<file path="config.mk">
export PLATFORM = sky130hd
export DESIGN_NAME = kf8259_acknowledge_sequencer
export DESIGN_NICKNAME = d
export VERILOG_FILES = /design/src/rtl/kf8259_common_pkg.sv /design/src/rtl/kf8259_acknowledge_sequencer.sv
export SDC_FILE = /design/constraint.sdc
export NUM_CORES = 1
export LEC_CHECK = 0
export CELL_PAD_IN_SITES_DETAIL_PLACEMENT = 1
export CELL_PAD_IN_SITES_GLOBAL_PLACEMENT = 2
export CORE_MARGIN = 2
export CORE_UTILIZATION = 28
export CTS_CLUSTER_SIZE = 20
export DETAILED_ROUTE_END_ITERATION = 7
export PLACE_DENSITY_LB_ADDON = 0.25
export SLEW_MARGIN = 10
export SYNTH_ARGS = -nofsm -noshare
export SYNTH_HDL_FRONTEND = slang
export SYNTH_SLANG_ARGS = --single-unit
</file>
<file path="constraint.sdc">
create_clock -name clock -period 4.58 [get_ports clock]
set_input_delay 0.687 -clock clock [delete_from_list [all_inputs] [get_ports clock]]
set_output_delay 0.687 -clock clock [all_outputs]
set_load 0.01 [all_outputs]
</file>
<file path="src/rtl/kf8259_common_pkg.sv">
// Shared types, constants and helpers for the KF8259 interrupt path.
package kf8259_common_pkg;

  localparam logic [7:0] CALL_OPCODE = 8'hCD;

  typedef enum logic [1:0] {
    IDLE = 2'd0,
    ACK1 = 2'd1,
    ACK2 = 2'd2,
    ACK3 = 2'd3
  } ack_state_t;

  // Rotate right by (rotate + 1) mod 8, so rotate = 7 is the identity
  // and IR0 ends up in bit 0 when IR0 is the highest priority level.
  function automatic logic [7:0] rotate_right(input logic [7:0] source,
                                              input logic [2:0] rotate);
    logic [15:0] doubled;
    logic [2:0]  amount;
    amount  = rotate + 3'd1;
    doubled = {source, source} >> amount;
    return doubled[7:0];
  endfunction

  // Inverse of rotate_right.
  function automatic logic [7:0] rotate_left(input logic [7:0] source,
                                             input logic [2:0] rotate);
    logic [15:0] doubled;
    logic [2:0]  amount;
    amount  = rotate + 3'd1;
    doubled = {source, source} << amount;
    return doubled[15:8];
  endfunction

  // Keep only the lowest set bit (bit 0 is the highest priority).
  function automatic logic [7:0] resolve_priority(input logic [7:0] source);
    return source & (~source + 8'd1);
  endfunction

  // Index of a one-hot vector; an all-zero input encodes as 7, which is
  // exactly the level reported for a spurious acknowledge.
  function automatic logic [2:0] onehot_to_index(input logic [7:0] source);
    logic [2:0] index;
    index = 3'd7;
    for (int i = 0; i < 8; i++) begin
      if (source[i]) index = 3'(i);
    end
    return index;
  endfunction

endpackage

</file>
<file path="src/rtl/kf8259_acknowledge_sequencer.sv">
// CPU-facing end of the KF8259: raises INT, sequences the INTA# pulses for
// 8086 (2 pulses) or MCS-80 (3 pulses), drives the vector / CALL bytes and
// owns the in-service register.
module kf8259_acknowledge_sequencer
  import kf8259_common_pkg::*;
(
  input  logic       clock,
  input  logic       reset,
  input  logic [7:0] interrupt,
  input  logic       interrupt_acknowledge_n,
  input  logic       u8086_mode,
  input  logic       auto_eoi,
  input  logic       call_address_interval_4,
  input  logic [7:0] vector_base,
  input  logic [7:0] upper_address,
  input  logic [7:0] end_of_interrupt,
  input  logic       init_clear,
  input  logic [2:0] priority_rotate,
  output logic       interrupt_to_cpu,
  output logic [7:0] clear_interrupt_request,
  output logic [7:0] in_service_register,
  output logic [7:0] highest_level_in_service,
  output logic [7:0] ack_data,
  output logic       ack_data_enable,
  output ack_state_t debug_state
);

  // Handshake: INTA# is active low and already synchronised. A falling edge
  // starts a bus pulse and the byte for it is presented (ack_data_enable=1)
  // the cycle after that fall; the byte is withdrawn the cycle after the
  // matching rising edge. There is no back-pressure.

  ack_state_t state;
  ack_state_t state_next;
  logic       inta_prev;
  logic       inta_fall;
  logic       inta_rise;
  logic [2:0] level;
  logic       spurious;
  logic       first_fall;
  logic       sequence_done;
  logic [7:0] set_mask;
  logic [7:0] auto_clear_mask;
  logic [7:0] byte_next;
  logic       byte_valid_next;

  assign inta_fall   = inta_prev & ~interrupt_acknowledge_n;
  assign inta_rise   = ~inta_prev & interrupt_acknowledge_n;
  assign debug_state = state;

  // Next-state logic for the INTA# pulse sequence.
  always_comb begin
    state_next = state;
    unique case (state)
      IDLE: if (inta_fall) state_next = ACK1;
      ACK1: if (inta_fall) state_next = ACK2;
      ACK2: begin
        if (u8086_mode && inta_rise) state_next = IDLE;
        else if (!u8086_mode && inta_fall) state_next = ACK3;
      end
      ACK3: if (inta_rise) state_next = IDLE;
      default: state_next = IDLE;
    endcase
  end

  // ISR set / auto-EOI clear masks derived from the sequence position.
  always_comb begin
    first_fall      = (state == IDLE) && inta_fall;
    sequence_done   = (state != IDLE) && (state_next == IDLE);
    set_mask        = 8'h00;
    auto_clear_mask = 8'h00;
    if (first_fall && (interrupt != 8'h00))
      set_mask = 8'h01 << onehot_to_index(interrupt);
    if (sequence_done && auto_eoi && !spurious)
      auto_clear_mask = 8'h01 << level;
  end

  // Byte to present for the pulse that the current falling edge opens.
  always_comb begin
    byte_next       = 8'h00;
    byte_valid_next = 1'b0;
    unique case (state)
      IDLE: begin
        if (!u8086_mode) begin
          byte_next       = CALL_OPCODE;
          byte_valid_next = 1'b1;
        end
      end
      ACK1: begin
        byte_valid_next = 1'b1;
        if (u8086_mode)
          byte_next = {vector_base[7:3], level};
        else if (call_address_interval_4)
          byte_next = {vector_base[7:5], level, 2'b00};
        else
          byte_next = {vector_base[7:6], level, 3'b000};
      end
      ACK2: begin
        if (!u8086_mode) begin
          byte_next       = upper_address;
          byte_valid_next = 1'b1;
        end
      end
      default: ;
    endcase
  end

  // Highest-priority in-service level under the current rotation.
  always_comb begin
    highest_level_in_service =
      rotate_left(resolve_priority(rotate_right(in_service_register, priority_rotate)),
                  priority_rotate);
  end

  // State, edge history, ISR, INT and bus byte registers.
  always_ff @(posedge clock) begin
    if (reset || init_clear) begin
      state                   <= IDLE;
      inta_prev               <= 1'b1;
      level                   <= 3'd7;
      spurious                <= 1'b0;
      in_service_register     <= 8'h00;
      clear_interrupt_request <= 8'h00;
      interrupt_to_cpu        <= 1'b0;
      ack_data                <= 8'h00;
      ack_data_enable         <= 1'b0;
    end else begin
      state                   <= state_next;
      inta_prev               <= interrupt_acknowledge_n;
      clear_interrupt_request <= set_mask;
      // A set on the same bit beats a same-cycle EOI.
      in_service_register     <= (in_service_register & ~end_of_interrupt & ~auto_clear_mask)
                                 | set_mask;
      interrupt_to_cpu        <= (state == IDLE) && !inta_fall && (interrupt != 8'h00);
      if (first_fall) begin
        level    <= onehot_to_index(interrupt);
        spurious <= (interrupt == 8'h00);
      end
      if (inta_fall) begin
        ack_data        <= byte_next;
        ack_data_enable <= byte_valid_next;
      end else if (inta_rise) begin
        ack_data        <= 8'h00;
        ack_data_enable <= 1'b0;
      end
    end
  end

endmodule

</file>
Yosys cells after proc, flatten, opt, wreduce, memory -nomap -nowiden

Index checks and enable logic that the tools add are counted.

$add $sub $neg: 2
Equality and inequality tests: 3
Shifts and indexed selects: 4
Muxes and demuxes: 28
Bitwise logic cells: 11
Reductions and logical operators: 20

Operators with widths:

| cell                                                                   | count |
|---|---|
| 8-bit two-way mux                                                      | 6 |
| 3-bit two-way mux                                                      | 9 |
| 8-bit AND                                                              | 3 |
| 8-bit NOT                                                              | 3 |
| 8-bit case mux with 3 select lines                                     | 1 |
| 1-bit by 3-bit left shift with 8-bit output (first input constant)     | 2 |
| 16-bit by 3-bit left shift with 16-bit output                          | 1 |
| 16-bit by 3-bit >> shifter with 8-bit output                           | 1 |
| 6-bit two-way mux                                                      | 2 |
| 2-bit two-way mux                                                      | 5 |
| 1-bit logical AND                                                      | 9 |
| 8-bit by 1-bit adder with 8-bit output (second input constant)         | 1 |
| 8-bit zero test                                                        | 1 |
| 8-bit bitwise OR                                                       | 1 |
| 2-bit case mux with 4 select lines                                     | 1 |
| 8-bit nonzero test                                                     | 1 |
| 2-bit equality test (second input constant)                            | 2 |
| 2-bit zero test                                                        | 2 |
| 2-bit nonzero test                                                     | 2 |
| 3-bit by 1-bit adder with 3-bit output (second input constant)         | 1 |
| 1-bit zero test                                                        | 3 |
| 1-bit two-way mux                                                      | 3 |
| 1-bit AND                                                              | 2 |
| 2-bit by 1-bit equality test with 1-bit output (second input constant) | 1 |
| other kinds (4)                                                        | 5 |

Register bits after elaboration: 33
Output and inout port bits: 36
Word-level logic and storage cells: 77

Longest topological paths before layout

Gate-level depths: netlist (run 1).

Depth after elaboration: 14
Mapped depth: 10

Least setup slack after synthesis (run 1)

Ideal clock, no wire load.

Path kind: in2out
Start point: in priority_rotate[0]
End point: out highest_level_in_service[0]
Data arrival time: 2567 ps
Required time: 3893 ps
Setup slack: 1326 ps
Cell stages on the path: 8
Path buffers: 1
Path through: ha_1 > buf_6 > or3b_2 > o221ai_1 > a22o_2 > and4_4 > a21oi_1 > o31ai_1

Longest elaborated chain between the ends: 6

Ends and longest elaborated chain:

| what                                              | RTL line                                         | RTL |
|---|---|---|
| from (decl)                                       | kf8259_acknowledge_sequencer.sv:18               | `input logic [2:0] priority_rotate,` |
| 3-bit by 1-bit adder with 3-bit output (*)        | kf8259_common_pkg.sv:19, kf8259_common_pkg.sv:29 |  |
| 16-bit by 3-bit >> shifter with 8-bit output      | kf8259_common_pkg.sv:20                          | `doubled = {source, source} >> amount;` |
| 8-bit NOT                                         | kf8259_common_pkg.sv:36                          | `return source & (~source + 8'd1);` |
| 8-bit by 1-bit adder with 8-bit output            | kf8259_common_pkg.sv:36                          |  |
| 8-bit AND                                         | kf8259_common_pkg.sv:36                          |  |
| 16-bit by 3-bit left shift with 16-bit output (*) | kf8259_common_pkg.sv:30                          | `doubled = {source, source} << amount;` |
| to (decl)                                         | kf8259_acknowledge_sequencer.sv:22               | `output logic [7:0] highest_level_in_service,` |

Every way passes the cells marked *; elsewhere a longest branch is shown, timed or not.

Final worst setup path (run 1)

Same ends and word-level chain as after synthesis.

==> summary.md, run 1 <==
| Metric | Value |
|---|---|
| H-tree depth | `2` |
| Util after Layout | `39.5%` |
| Clock buffer count from CTS | `5` |
| Max frequency | `230 MHz` |
| ANT nets after route | `0` |
| Cells on worst reg2reg path | `6` |
| Post-synth top flop | `dfxtp_1` |
| Yosys cell types | `67` |
| Status | `complete, no violations` |
| Later-pin clock latency in the skew report | `280 ps` |
| Slowest CP cell | `clkdlybuf4s50_1` |
| Die area | `0.00924 mm^2` |
| Syn Area/Cell | `7.87 um^2` |
| Sequential cell area fraction in the yosys report | `27.8%` |
| CP arrival | `3670 ps` |
| FF-to-FF setup slack | `2440 ps` |
| Syn Nets | `347` |
| WP data required | `3890 ps` |
| CP max FO | `17` |
| Clock Skew | `2.89 ps` |
| PostCTS Resize Cnt | `0` |
| GRT Total Usage | `16.9%` |
| Initial DRC count | `40` |
| Initial antenna violation count | `0` |
| Setup TNS | `0 ps` |
| Rows | `33` |
| First-pass GRT wire length | `12.2 mm` |
| CTS clk-pin slew, worst paths | `70 ps` |
| Fin crit share | `95.1%` |
| EDFF count, synth | `0` |
| # DRC | `0` |
| Core Area | `0.00822 mm^2` |
| Most common cell after layout, fill and taps aside | `clkdlybuf4s50_1` |
| Startpoint Class | `primary input` |
| Critical Path End Type | `output pin` |
| Vias in the first global route | `2495` |
| Most frequent cells in the layout | `clkdlybuf4s50_1, nor2_1, dfxtp_1` |
| FFs w/ async S/R, synth | `0%` |
| Worst Tran Pin Value | `748 ps` |
| WL final | `7.53 mm` |
| Detail Placement HPWL | `5.80 mm` |
| # fillers | `1001` |
| Antenna cell count | `0` |
| Mapped Cells | `302` |
| Synth warnings | `0` |
| Via-to-Cell Ratio | `5.18` |
| I/O Buffers | `74` |
| Total gr overflow | `0` |
| Seq. cell area | `661 um^2` |
| Initial core utilization | `28.9%` |
| Largest net degree at the start of global routing | `22` |
| Routed len/inst | `15.8 um` |
| Max-cap violations | `0` |
| PD cells | `222 mW/mm^2` |
| Post-CTS Setup Inserts | `0` |
| Final Critical Period | `4360 ps` |
| Final-report setup violation count | `0` |
| Final Hold Fails | `0` |
| RSZ-0062 raised after global routing | `false` |
| Hold Path Origin | `ack_data[2]` |
| Seq cells post-synth | `33` |
| VDD IR-drop max | `0.102 mV` |
| Crit path kind | `primary input to output pin` |
| Fin. max-slew vios | `0` |
| Hold EP | `ack_data[2]` |
| Pleak | `1.23 nW` |
| Die Ht | `96.1 um` |
| Slew margin rel. | `49.9%` |
| Reg2reg start | `debug_state[0]` |
| Detailed-router iteration count before antenna repair | `4` |
| Routed via count | `2471` |
| Post-CTS Hold Fix Bufs | `0` |
| Area added between synthesis and finish | `36.7%` |
| Placer Congestion | `0.849` |
| Clock Path Buffers | `2` |
| Total Nets Final | `416` |
| Count of boundary I/O pins | `78` |
| Crit-path max cell delay | `580 ps` |
| Share of cells above drive strength 1 | `10.5%` |
| Die Wd | `96.1 um` |
| Hold WC Path Type | `flop to flop` |
| Clock Sinks | `33` |
| Root buffer cell | `clkbuf_8` |
| Hold depth | `2` |
| TritonCTS clock tree | `built` |
| CP cell instances | `clkdlybuf4s50_1 -> ha_1 -> buf_4 -> mux2i_1 -> mux2i_1 -> nand2_1 -> and4_4 -> a21oi_1 -> o31ai_1 -> clkdlybuf4s50_1` |
| Area of the multi-input gates | `0.00154 mm^2` |
| Post-Syn Area | `0.00238 mm^2` |
| Worst R2R End | `in_service_register[1]` |
[area by class of cell]
cell class | count | area share (%)
clock buffers | 6 | 2.23
well taps | 105 | 4.04
inverters | 12 | 1.39
multi-input cells | 239 | 47.5
flip-flops and latches | 33 | 20.3
clock inverters | 2 | 0.308
repair buffers | 80 | 24.2
[routing by layer]
| metal | track usage, % | up-vias | routed length [um] |
|---|---|---|---|
| met5 | 0 | - | 0 |
| met4 | 5.24 | 0 | 119 |
| met3 | 2.58 | 8 | 223 |
| met2 | 29.8 | 46 | 3830 |
| met1 | 21.1 | 1171 | 3350 |
| li1 | - | 1246 | - |
[power breakdown]
| group | switching [mW] | total (mW) | internal (mW) | leakage (nW) |
|---|---|---|---|---|
| clock network | 0.108 | 0.213 | 0.105 | 0.0450 |
| logic | 0.103 | 0.208 | 0.106 | 0.921 |
| registers | 0.00765 | 0.299 | 0.292 | 0.267 |
[cell usage after synthesis, drive strengths merged, types with 6 or more instances]
cell,count,area share (%)
inv,12,1.9
nor2,36,5.7
mux2i,9,3.9
o21ai,19,4.0
and3,6,1.8
nand2b,6,1.6
dfxtp,33,28
nand3,7,1.5
a21oi,16,3.4
clkbuf,15,4.1
nand2,32,5.1
a22oi,8,2.5
[worst max-delay path, delay by kind of cell]
kind | cells | cell delay [ps]
adders and majority gates | 1 | 440
and+or+nand+nor | 2 | 440
AOI/OAI and AO/OA | 2 | 330
muxes | 2 | 490
buffers and inverters | 3 | 1290
[state kept, by name, indices dropped and copies added, names as in the netlist]
name,count
spurious,1
level,3
clear_interrupt_request,8
ack_data_enable,1
inta_prev,1
ack_data,8
in_service_register,8
interrupt_to_cpu,1
debug_state,2
[cell families (layout without fill, tap and decap cells)]
logic type               Yosys count  count (layout)  share of synthesized area, %
buffers and inverters             30             100                          7.26
flip-flops                        33              33                          27.8
adder cells (fa/ha/maj)            3               3                          1.58
XOR/XNOR                           3               3                          1.42
multiplexers                      15              15                          7.42
AND/OR/NAND/NOR                  132             132                          29.3
AO/OA/AOI/OAI                     86              86                          25.2
[stage by stage]
stage | hold slack, ps | cell area, um^2 | worst slack (ps) | instances | power [mW]
2_1_floorplan | 465 | 2380 | 1330 | 302 | 0.430
3_3_place_gp | 468 | 3170 | 245 | 469 | 0.514
3_5_place_dp | 475 | 3170 | 237 | 469 | 0.516
4_1_cts | 486 | 3250 | 220 | 477 | 0.733
5_1_grt | 521 | 3250 | 11.3 | 477 | 0.767
6_report | 479 | 3250 | 223 | 477 | 0.721
[worst max-delay path by stage]
stage                            start                           to  cells after the start
floorplan           priority_rotate[0]  highest_level_in_service[0]                      8
finish              priority_rotate[0]  highest_level_in_service[0]                     10
detailed placement  priority_rotate[0]  highest_level_in_service[1]                     10
CTS                 priority_rotate[0]  highest_level_in_service[1]                     10
global route        priority_rotate[0]  highest_level_in_service[0]                     10
global placement    priority_rotate[0]  highest_level_in_service[1]                     10
(Power assumes the default switching activity.)
==> run 2: changes to the inputs <==
--- a/config.mk
+++ b/config.mk
@@ -8,9 +8,11 @@
 export CELL_PAD_IN_SITES_DETAIL_PLACEMENT = 1
 export CELL_PAD_IN_SITES_GLOBAL_PLACEMENT = 2
 export CORE_MARGIN = 2
-export CORE_UTILIZATION = 28
+export CORE_UTILIZATION = 38
+export CTS_CLUSTER_DIAMETER = 200
 export CTS_CLUSTER_SIZE = 20
 export DETAILED_ROUTE_END_ITERATION = 7
+export DONT_BUFFER_PORTS = 1
 export PLACE_DENSITY_LB_ADDON = 0.25
 export SLEW_MARGIN = 10
 export SYNTH_ARGS = -nofsm -noshare
==> run 2 against run 1 <==
- clock skew grew 6.9 ps
- flip-flop and latch count unchanged
- critical endpoint unchanged
- count of clock-buffer cells in the layout up 1
- power decreased by 4.1%
- fmax is 18% higher
- combinational power fell by 32%
- final cell count fell by 22%
- clock power grew 17%
- setup slack improved by 680 ps
- highest routed layer unchanged
- sequential power hardly changed
==> summary.md, run 2 (same netlist as run 1, synthesis figures left out) <==
| Metric | Value |
|---|---|
| Status | `complete, no violations` |
| Initial core utilization | `39.7% (+11 points)` |
| Max-cap violations | `0 (unchanged)` |
| CP arrival | `2990 ps (-680 ps)` |
| Die Ht | `83.1 um (-14%)` |
| Initial antenna violation count | `0 (unchanged)` |
| # DRC | `0 (unchanged)` |
| Routed via count | `2224 (-10%)` |
| Antenna cell count | `0 (unchanged)` |
| Metal1 wirelength | `2.94 mm (-12%)` |
| Worst Tran Pin Value | `714 ps (-34.2 ps)` |
| TritonCTS clock tree | `built` |
| Met3 wire length | `287 um (+29%)` |
| Worst Setup EP | `highest_level_in_service[0]` |
| Crit path kind | `primary input to output pin` |
| WL final | `7.08 mm (-5.9%)` |
| Worst hold slack | `492 ps (+13.1 ps)` |
| Vias in the first global route | `2290 (-8.2%)` |
| Clock Sinks | `33 (unchanged)` |
| First-pass GRT wire length | `11.9 mm (-2.5%)` |
| H-tree depth | `2 (unchanged)` |
| Post-CTS Hold Fix Bufs | `0 (unchanged)` |
| VDD IR-drop max | `0.170 mV (+67%)` |
| Startpoint Class | `primary input` |
| Fin crit share | `80.4% (-15 points)` |
| Largest net degree at the start of global routing | `22 (unchanged)` |
| CP max FO | `21 (+4)` |
| Share of cells above drive strength 1 | `12.5% (+2.1 points)` |
| PnR Total Power | `691 uW (-4.1%)` |
| Initial DRC count | `49 (+23%)` |
| Clock Path Buffers | `2 (unchanged)` |
| Crit path launch | `priority_rotate[0]` |
| PostCTS Resize Cnt | `0 (unchanged)` |
| GRT Total Usage | `21.0% (+4.0 points)` |
| Reg2reg start | `debug_state[0]` |
| Most frequent cells in the layout | `nor2_1, dfxtp_1, nand2_1` |
| Pleak | `0.955 nW (-23%)` |
| Cells on worst reg2reg path | `6 (unchanged)` |
| FF-to-FF setup slack | `2420 ps (-20 ps)` |
| Critical Path End Type | `output pin` |
| ANT nets after route | `0 (unchanged)` |
| Top Registers | `ack_data x8, clear_interrupt_request x8, in_service_register x8` |
| Core Area | `0.00599 mm^2 (-27%)` |
| WP data required | `3890 ps (about the same)` |
| Max frequency | `272 MHz (+18%)` |
| Via-to-Cell Ratio | `6.01 (+16%)` |
| CTS clk-pin slew, worst paths | `70 ps (about the same)` |
| Setup TNS | `0 ps (unchanged)` |
| Area added between synthesis and finish | `3.79%` |
| Uppermost routed layer | `met4` |
| Placer Congestion | `0.799 (-5.8%)` |
| PD cells | `280 mW/mm^2 (+26%)` |
| Hold WC Path Type | `primary input to flop` |
| Detailed-router iteration count before antenna repair | `4 (unchanged)` |
| Later-pin clock latency in the skew report | `290 ps (about the same)` |
| Met2 routed wirelength | `3.78 mm (-1.5%)` |
| Rows | `28 (-15%)` |
| Final-report setup violation count | `0 (unchanged)` |
| Die area | `0.00690 mm^2 (-25%)` |
| Fin. max-slew vios | `0 (unchanged)` |
| I/O Buffers | `0 (-100%)` |
| Die Wd | `83.1 um (-14%)` |
| Final Critical Period | `3680 ps (-676 ps)` |
| Final Hold Fails | `0 (unchanged)` |
| Most common cell after layout, fill and taps aside | `nor2_1` |
| Slew margin rel. | `52.2% (+2.3 points)` |
| RSZ-0062 raised after global routing | `false` |
| Count of boundary I/O pins | `78 (unchanged)` |
| Detail Placement HPWL | `5.32 mm (-8.4%)` |
| Post-CTS Setup Inserts | `0 (unchanged)` |
| Routed len/inst | `19.1 um (+21%)` |
| Clock buffer count from CTS | `5 (unchanged)` |
| Clock Skew | `9.80 ps (+6.91 ps)` |
| Total Nets Final | `339 (-19%)` |
| Worst R2R End | `in_service_register[1]` |
| Total gr overflow | `0 (unchanged)` |
| Root buffer cell | `clkbuf_8` |
-- run 2: cell types whose count changed in the layout (fill, tap and decap cells not counted) --
| cell | delta |
|---|---|
| buf_4 | -3 |
| clkdlybuf4s50_1 | -74 |
| clkbuf_8 | +2 |
| clkbuf_1 | -1 |
| clkinv_2 | -1 |
-- run 2: where the power goes --
| group | total (mW) | switching (mW) | internal, mW |
|---|---|---|---|
| logic | 0.141 | 0.0855 | 0.0554 |
| clock network | 0.249 | 0.113 | 0.136 |
| registers | 0.302 | 0.00995 | 0.292 |
-- run 2: per-stage QoR --
stage | utilization (%) | instances | instance area, um^2 | worst slack [ps]
floorplan | - | 302 | 2380 | 1330
global placement | 39.5 | 362 | 2370 | 916
detailed placement | 39.5 | 362 | 2370 | 875
CTS | 41.2 | 370 | 2470 | 877
global route | 41.2 | 370 | 2470 | 677
finish | 41.2 | 370 | 2470 | 899
-- run 2: worst min-delay path by stage --
| stage | end | from | cells past startpoint | slack (ps) |
|---|---|---|---|---|
| after floorplan | spurious | spurious | 2 | 470 |
| after global placement | spurious | spurious | 2 | 480 |
| after detailed placement | spurious | spurious | 2 | 490 |
| after CTS | inta_prev | interrupt_acknowledge_n | 2 | 490 |
| after global routing | clear_interrupt_request[4] | interrupt[5] | 1 | 500 |
| final | inta_prev | interrupt_acknowledge_n | 2 | 490 |
-- run 2: routing by layer --
metal,track usage (%),vias to the layer above
li1,-,1086
met1,24.3,1083
met2,39.4,48
met3,3.58,7
met4,5.37,0
met5,0,-
-- run 2: area by class of cell --
cell class | count | area, um^2
fill | 751 | 3520
multi-input combinational | 239 | 1540
sequential | 33 | 661
clock buffer | 7 | 96.3
tap | 75 | 93.8
inverter | 12 | 45.0
timing repair buffer | 3 | 22.5
clock inverter | 1 | 5.00
-- run 2: worst max-delay path, cell delays in order --
cell     delay, ps
ha_1           580
buf_4          330
mux2i_1        300
mux2i_1        160
nand2_1        150
and4_4         260
a21oi_1         80
o31ai_1        440
